**src/rtl/psram_wb_arbiter.sv**
```systemverilog
// Two-master Wishbone classic arbiter in front of a single-port PSRAM controller.
// The winning request is latched so the slave sees stable attributes until it acks.
// One idle cycle always follows an ack, because the slave needs cyc&stb low to re-arm.
module psram_wb_arbiter #(
    parameter int FIXED_PRIO = 0,   // 0: round-robin, 1: m0 wins simultaneous requests
    parameter int ADR_W      = 32
) (
    input  logic             clk_i,
    input  logic             rst_i,
    // master 0
    input  logic [ADR_W-1:0] m0_adr_i,
    input  logic [31:0]      m0_dat_i,
    input  logic [3:0]       m0_sel_i,
    input  logic             m0_we_i,
    input  logic             m0_cyc_i,
    input  logic             m0_stb_i,
    output logic [31:0]      m0_dat_o,
    output logic             m0_ack_o,
    // master 1
    input  logic [ADR_W-1:0] m1_adr_i,
    input  logic [31:0]      m1_dat_i,
    input  logic [3:0]       m1_sel_i,
    input  logic             m1_we_i,
    input  logic             m1_cyc_i,
    input  logic             m1_stb_i,
    output logic [31:0]      m1_dat_o,
    output logic             m1_ack_o,
    // slave port
    output logic [ADR_W-1:0] s_adr_o,
    output logic [31:0]      s_dat_o,
    output logic [3:0]       s_sel_o,
    output logic             s_we_o,
    output logic             s_cyc_o,
    output logic             s_stb_o,
    input  logic [31:0]      s_dat_i,
    input  logic             s_ack_i,
    // status
    output logic             busy_o,
    output logic             grant_o
);

    typedef enum logic {
        IDLE = 1'b0,
        BUSY = 1'b1
    } state_e;

    state_e             state_q, state_d;
    logic               grant_q, grant_d;
    logic [ADR_W-1:0]   adr_q,   adr_d;
    logic [31:0]        dat_q,   dat_d;
    logic [3:0]         sel_q,   sel_d;
    logic               we_q,    we_d;

    logic               m0_req;
    logic               m1_req;
    logic               winner;

    assign m0_req = m0_cyc_i & m0_stb_i;
    assign m1_req = m1_cyc_i & m1_stb_i;

    // Pick the master to serve; only consulted in IDLE. On contention the
    // round-robin pointer favours the master that was not granted last.
    always_comb begin
        winner = 1'b0;
        if (m0_req && m1_req) begin
            winner = (FIXED_PRIO != 0) ? 1'b0 : ~grant_q;
        end else if (m1_req) begin
            winner = 1'b1;
        end
    end

    // Next-state logic: grant and latch attributes from IDLE, leave BUSY on ack.
    always_comb begin
        // NOTE: every next-state signal gets a hold default first so no path leaves it unassigned (no latch).
        state_d = state_q;
        grant_d = grant_q;
        adr_d   = adr_q;
        dat_d   = dat_q;
        sel_d   = sel_q;
        we_d    = we_q;
        unique case (state_q)
            IDLE: begin
                if (m0_req || m1_req) begin
                    state_d = BUSY;
                    grant_d = winner;
                    adr_d   = winner ? m1_adr_i : m0_adr_i;
                    dat_d   = winner ? m1_dat_i : m0_dat_i;
                    sel_d   = winner ? m1_sel_i : m0_sel_i;
                    we_d    = winner ? m1_we_i  : m0_we_i;
                end
            end
            BUSY: begin
                if (s_ack_i) begin
                    state_d = IDLE;
                end
            end
            default: state_d = IDLE;
        endcase
    end

    // State and latched-attribute registers with synchronous reset.
    always_ff @(posedge clk_i) begin
        // NOTE: sequential state uses non-blocking assignments so every register samples pre-edge values.
        if (rst_i) begin
            state_q <= IDLE;
            grant_q <= 1'b1;    // m0 wins the first round-robin contest
            adr_q   <= '0;
            dat_q   <= '0;
            sel_q   <= '0;
            we_q    <= 1'b0;
        end else begin
            state_q <= state_d;
            grant_q <= grant_d;
            adr_q   <= adr_d;
            dat_q   <= dat_d;
            sel_q   <= sel_d;
            we_q    <= we_d;
        end
    end

    assign busy_o  = (state_q == BUSY);
    assign s_cyc_o = busy_o;
    assign s_stb_o = busy_o;
    assign s_adr_o = adr_q;
    assign s_dat_o = dat_q;
    assign s_sel_o = sel_q;
    assign s_we_o  = we_q;
    assign grant_o = grant_q;

    // Ack goes only to the granted master, and only if it is still requesting.
    assign m0_ack_o = s_ack_i & busy_o & ~grant_q & m0_req;
    assign m1_ack_o = s_ack_i & busy_o &  grant_q & m1_req;

    assign m0_dat_o = s_dat_i;
    assign m1_dat_o = s_dat_i;

endmodule
```
**config.mk**
```make
export PLATFORM = sky130hd
export DESIGN_NAME = psram_wb_arbiter
export DESIGN_NICKNAME = d
export VERILOG_FILES = /design/src/rtl/psram_wb_arbiter.sv
export SDC_FILE = /design/constraint.sdc
export NUM_CORES = 1
export LEC_CHECK = 0
export BUFFER_PORTS_ARGS = -buffer_cell sky130_fd_sc_hd__buf_2
export CELL_PAD_IN_SITES_DETAIL_PLACEMENT = 1
export CELL_PAD_IN_SITES_GLOBAL_PLACEMENT = 1
export CORE_AREA = 2 2 122 124
export CTS_CLUSTER_SIZE = 12
export DETAILED_ROUTE_END_ITERATION = 10
export DIE_AREA = 0 0 124 126
export PLACE_DENSITY = 0.85
export SYNTH_ARGS = -nofsm -noshare
export SYNTH_HDL_FRONTEND = slang
export SYNTH_SLANG_ARGS = --single-unit
```
**constraint.sdc**
```tcl
create_clock -name clk_i -period 4.2 [get_ports clk_i]
set_input_delay 0.42 -clock clk_i [delete_from_list [all_inputs] [get_ports clk_i]]
set_output_delay 0.42 -clock clk_i [all_outputs]
set_load 0.03 [all_outputs]
```
# Yosys cells after proc, flatten, opt, wreduce, memory -nomap -nowiden
# Index checks and enable logic that the tools add are counted.
dict set report word_totals {
  wordCells 27
  out_inout_bits 139
  ff_bits 71
  inputBits 177
}
dict set report classes {
  bitwise_logic 9
  n_reduce_logical 3
  muxes 9
}
# cell count
set ops {}
lappend ops {{32-bit 2-to-1 mux} 2}
lappend ops {{1-bit bitwise AND} 7}
lappend ops {{1-bit 2-to-1 mux} 5}
lappend ops {{4-bit 2-to-1 mux} 1}
lappend ops {{1-bit NOT} 2}
lappend ops {{1-bit one-hot mux with 2 select lines} 1}
lappend ops {{2-bit AND reduction} 1}
lappend ops {{1-bit logical AND} 1}
lappend ops {{1-bit logical OR} 1}

# Longest topological paths before layout
dict set report logic_depth {
  depth_word 4
  mapped_depth 8
  depth_no_buf 3
}

# Worst setup path after synthesis
# OpenSTA, ideal clock, no wires.
dict set report synth_timing {
  path_kind {input to output}
  startpoint {input port m1_stb_i}
  endpoint {output port m1_ack_o}
  arrival_ns 1.314
  n_path_buf 2
  stages 4
  required_ns 3.780
  slack_ns 2.466
  path_cell_list {buf_2 nand2_1 clkbuf_1 nor2_1}
}
dict set report synth_via {
  elab_chain_len 2
}
# item line
set synth_lines {}
lappend synth_lines {{from (decl)} 25} ;# input logic m1_stb_i,
lappend synth_lines {{1-bit bitwise AND} 59} ;# assign m1_req = m1_cyc_i & m1_stb_i;
lappend synth_lines {{1-bit bitwise AND} 132} ;# assign m1_ack_o = s_ack_i & busy_o & grant_q & m1_req;
lappend synth_lines {{to (decl)} 27} ;# output logic m1_ack_o,
# No other way between the ends.

# Worst setup path in the final report
dict set report layout_timing {
  startpoint {input port m1_cyc_i}
  endpoint {output port m1_ack_o}
}
dict set report layout_via {
  elab_chain_len 2
}
# item line
set layout_lines {}
lappend layout_lines {{from (decl)} 24} ;# input logic m1_cyc_i,
lappend layout_lines {{1-bit bitwise AND} 59}
lappend layout_lines {{1-bit bitwise AND} 132}
# No other way between the ends.

==> results <==
- The run finished with clean final reports.
- After synthesis, the most frequently instantiated cells are sky130_fd_sc_hd__dfxtp_1 (71), sky130_fd_sc_hd__nand4_1 (70), sky130_fd_sc_hd__a21oi_1 (69), sky130_fd_sc_hd__o21ai_0 (69), sky130_fd_sc_hd__buf_4 (66).
- After clock tree synthesis, the clock-pin slew on the worst setup and hold paths is 50 ps.
- The share of the Yosys chip area taken by registers is 0.348.
- The signal arrival time at the worst endpoint is 1870 ps.
- The number of global-route vias before repair is 4522.
- The routed layout has 4482 vias.
- In this run, synthesis produced a sequential element count of 71.
- The number of antenna violations at the first check in global routing is 0.
- The number of buffers added on ports is 219.
- Entering global routing, the biggest net connects 72 pins.
- Clock tree synthesis inserted a total of 9 buffers.
- The time the final worst path needs with I/O delays and setup is 2290 ps.
- Counting every sink on the clock net gives 71.
- The area growth from synthesis to layout is 21.6%.
- The worst setup path is captured at an output port.
- The basic-gate share of the synthesized area counting and, or, nand and nor cells is 0.119.
- The complex-gate fraction of the synthesized area was 0.339.
- The met1 capacity usage during global routing is 0.224.
- Power spread over the standard cell area amounts to 413 nW/µm².
- The share of flip-flops with an asynchronous set or reset is 0.
- Measured against its own limit, the worst slew margin works out to 0.355.
- The XOR/XNOR share of the synthesized area is 0.
- The via density per instance is 5.67.
- The mean instance size in the synthesized netlist is 8.21 µm².
- Setup violations remaining at the end of the flow were counted as 0.
- The post-cts hold buffer count is 0.
- The count of cells along the worst register-to-register path is 4.
- The final setup TNS is 0 ps.
- The met3 global-route usage is 0.0444.
- The worst path required time is 3780 ps.
- After detailed routing, the total wire length is 16100 µm.
- The maximum fanout along the worst path is 39.
- Across the routed clock network, the largest skew measured is 4.11 ps.
- Summed over all layers, the global routing overflow is 0.
- Of the post-synthesis cell area, the dominant cell type holds 0.348.
- The most heavily used metal layer in global routing is met2.
- Pin placement for this block handled 316 I/O pins.
- At the later pin of the worst-skew pair, clock insertion delay measures 330 ps.
- In the finished design, the share of the clock period the worst path needs comes to 0.544.
- TritonCTS built the clock tree.
- The number of placement rows is 44.
- The floorplan step set the die height to 126 µm.
- The share of cells above drive strength 1 is 0.422.
- Setup repair after global routing left no endpoint under its margin.
- The type of the worst setup path is input port to output port.
- The die outline width is 124 µm.
- The first-pass GRT wire length is 24100 µm.
- In this run the static leakage power is 2.04 nW.
- The weighted congestion reported at the end of routability-driven placement is 0.811.
- Counting flops with a built-in enable in the synthesized netlist gives 0.
- In this run, the number of DRC markers left after iteration 0 of detailed routing was 231.
- sky130_fd_sc_hd__dfxtp_1 takes more of the synthesized area than any other cell.
- The total area inside the core boundary comes to 14300 µm².
- Of the total synthesized cell area, the portion taken by full adders, half adders and majority gates is 0.
- The initial utilization of the core area, before any placement, comes to 0.285.
- In this run the post-CTS setup repair buffer count came out at 0.
- The number of library cell types mapped by synthesis is 21.
- The die covers 15600 µm².
- After technology mapping, the gate count stands at 497.
- The mux share of post-synthesis cell area is 0.
- The HPWL after detailed placement is 10700 µm.
- The dominant combinational cell family by area after synthesis is compound AO/OA/AOI/OAI gates.
- Max-cap violations in this run came to 0.
- The count of TritonRoute iterations in the first routing pass is 4.
- The number of max-slew violations in the final report is 0.
- The worst setup slack for register-to-register paths is 2060 ps.
- The number of nets with antenna violations after detailed routing is 0.
- The nature of the critical path startpoint is an input port.
- The maximum frequency from static timing analysis is 438 MHz.
- The CTS root buffer is sky130_fd_sc_hd__clkbuf_16.
- The hold violation total from the final report is 0.
- The most common cell in the synthesized netlist is sky130_fd_sc_hd__dfxtp_1.
- The slew at the pin closest to its max-slew limit is 967 ps.
- The wire length per cell is 20.4 µm.
- The post-cts sizing count is 0.
- The met2 track utilization from global routing is 0.351.
- The synthesized netlist net count is 674.
- The number of buffers on the longest clock path is 2.
- In this run the number of H-tree levels came out at 3.
- 0 antenna diodes ended up in the layout.
- The mapped netlist covers 4080 µm².
- The number of warning messages in the yosys log is 0.
- Counting instances, the worst hold path has a depth of 2.
- Overall power consumption after layout is estimated at 2.05 mW.
- The residual DRC count is 0.
- After synthesis, the cell types taking the most area are sky130_fd_sc_hd__dfxtp_1 (35%), sky130_fd_sc_hd__a311oi_1 (13%), sky130_fd_sc_hd__buf_4 (12%).
- The layout net count is 779.
- In the global route stage, overall resource usage came out at 0.198.
- In this run the worst hold path is classified as input port to register.
- VDD sags by at most 0.000183 V.
- The most instantiated flip-flop cell in the synthesis netlist is sky130_fd_sc_hd__dfxtp_1.
critical path, stage by stage:
cell,delay [ps]
sky130_fd_sc_hd__buf_2,440
sky130_fd_sc_hd__nand2_2,550
sky130_fd_sc_hd__nor2_1,220
sky130_fd_sc_hd__buf_2,220
path summary, 6_finish.rpt:
check                                        startpoint                       to
worst max-delay path                           m1_cyc_i                 m1_ack_o
worst min-delay path                            s_ack_i        busy_o$_SDFF_PP0_
worst max register to register     grant_o$_SDFFE_PP1P_  s_dat_o[9]$_SDFFE_PP0P_
worst min register to register  s_sel_o[2]$_SDFFE_PP0P_  s_sel_o[2]$_SDFFE_PP0P_
per-layer routing:
| metal | up-vias | routed length (µm) |
|---|---|---|
| met5 | - | 0 |
| met4 | 0 | 482 |
| met3 | 43 | 1220 |
| met2 | 221 | 8120 |
| met1 | 2140 | 6280 |
| li1 | 2078 | - |
report_power, final:
part / internal, mW / switching (mW) / total (mW)
Sequential: 0.743 / 0.0374 / 0.780
Combinational: 0.186 / 0.392 / 0.578
Clock: 0.413 / 0.279 / 0.692
through the flow:
stage          cell area [µm²]  hold slack (ps)  setup slack [ps]  utilization  cells
2_1_floorplan             4080              520              2470            -    497
3_5_place_dp              4700              520              1730        0.329    775
4_1_cts                   4960              301              1890        0.347    790
6_report                  4960              320              1910        0.347    790
3_3_place_gp              4700              510              1870        0.329    775
5_1_grt                   4960              312              1770        0.347    790
cells in the final DEF (no fill, tap or decap), drive strengths merged, types with 2 or more instances in the layout:
cell type / count
nor2: 3
clkbuf: 14
nand4: 70
nand2: 2
dfxtp: 71
a311oi: 69
o21ai: 69
nand3: 2
a21oi: 69
buf: 229
area by class of cell:
class	instances	area [µm²]
fillers	1789	9350
multi-input cells	290	1880
flip-flops and latches	71	1420
repair buffers	229	1170
clock buffers	14	254
well taps	184	230
clock inverters	1	5.00
inverters	1	3.75
state kept, by name (all words and copies together) (netlist names):
signal	count
busy_o	1
grant_o	1
s_adr_o	32
s_dat_o	32
s_sel_o	4
s_we_o	1
kinds of logic (layout without fill, tap and decap cells):
kind of cell,after synthesis,after routing
buffers and inverters,136,245
AOI/OAI and AO/OA,210,210
and+or+nand+nor,80,80
DFF,71,71
No activity file was read; power rests on OpenSTA's default activity.
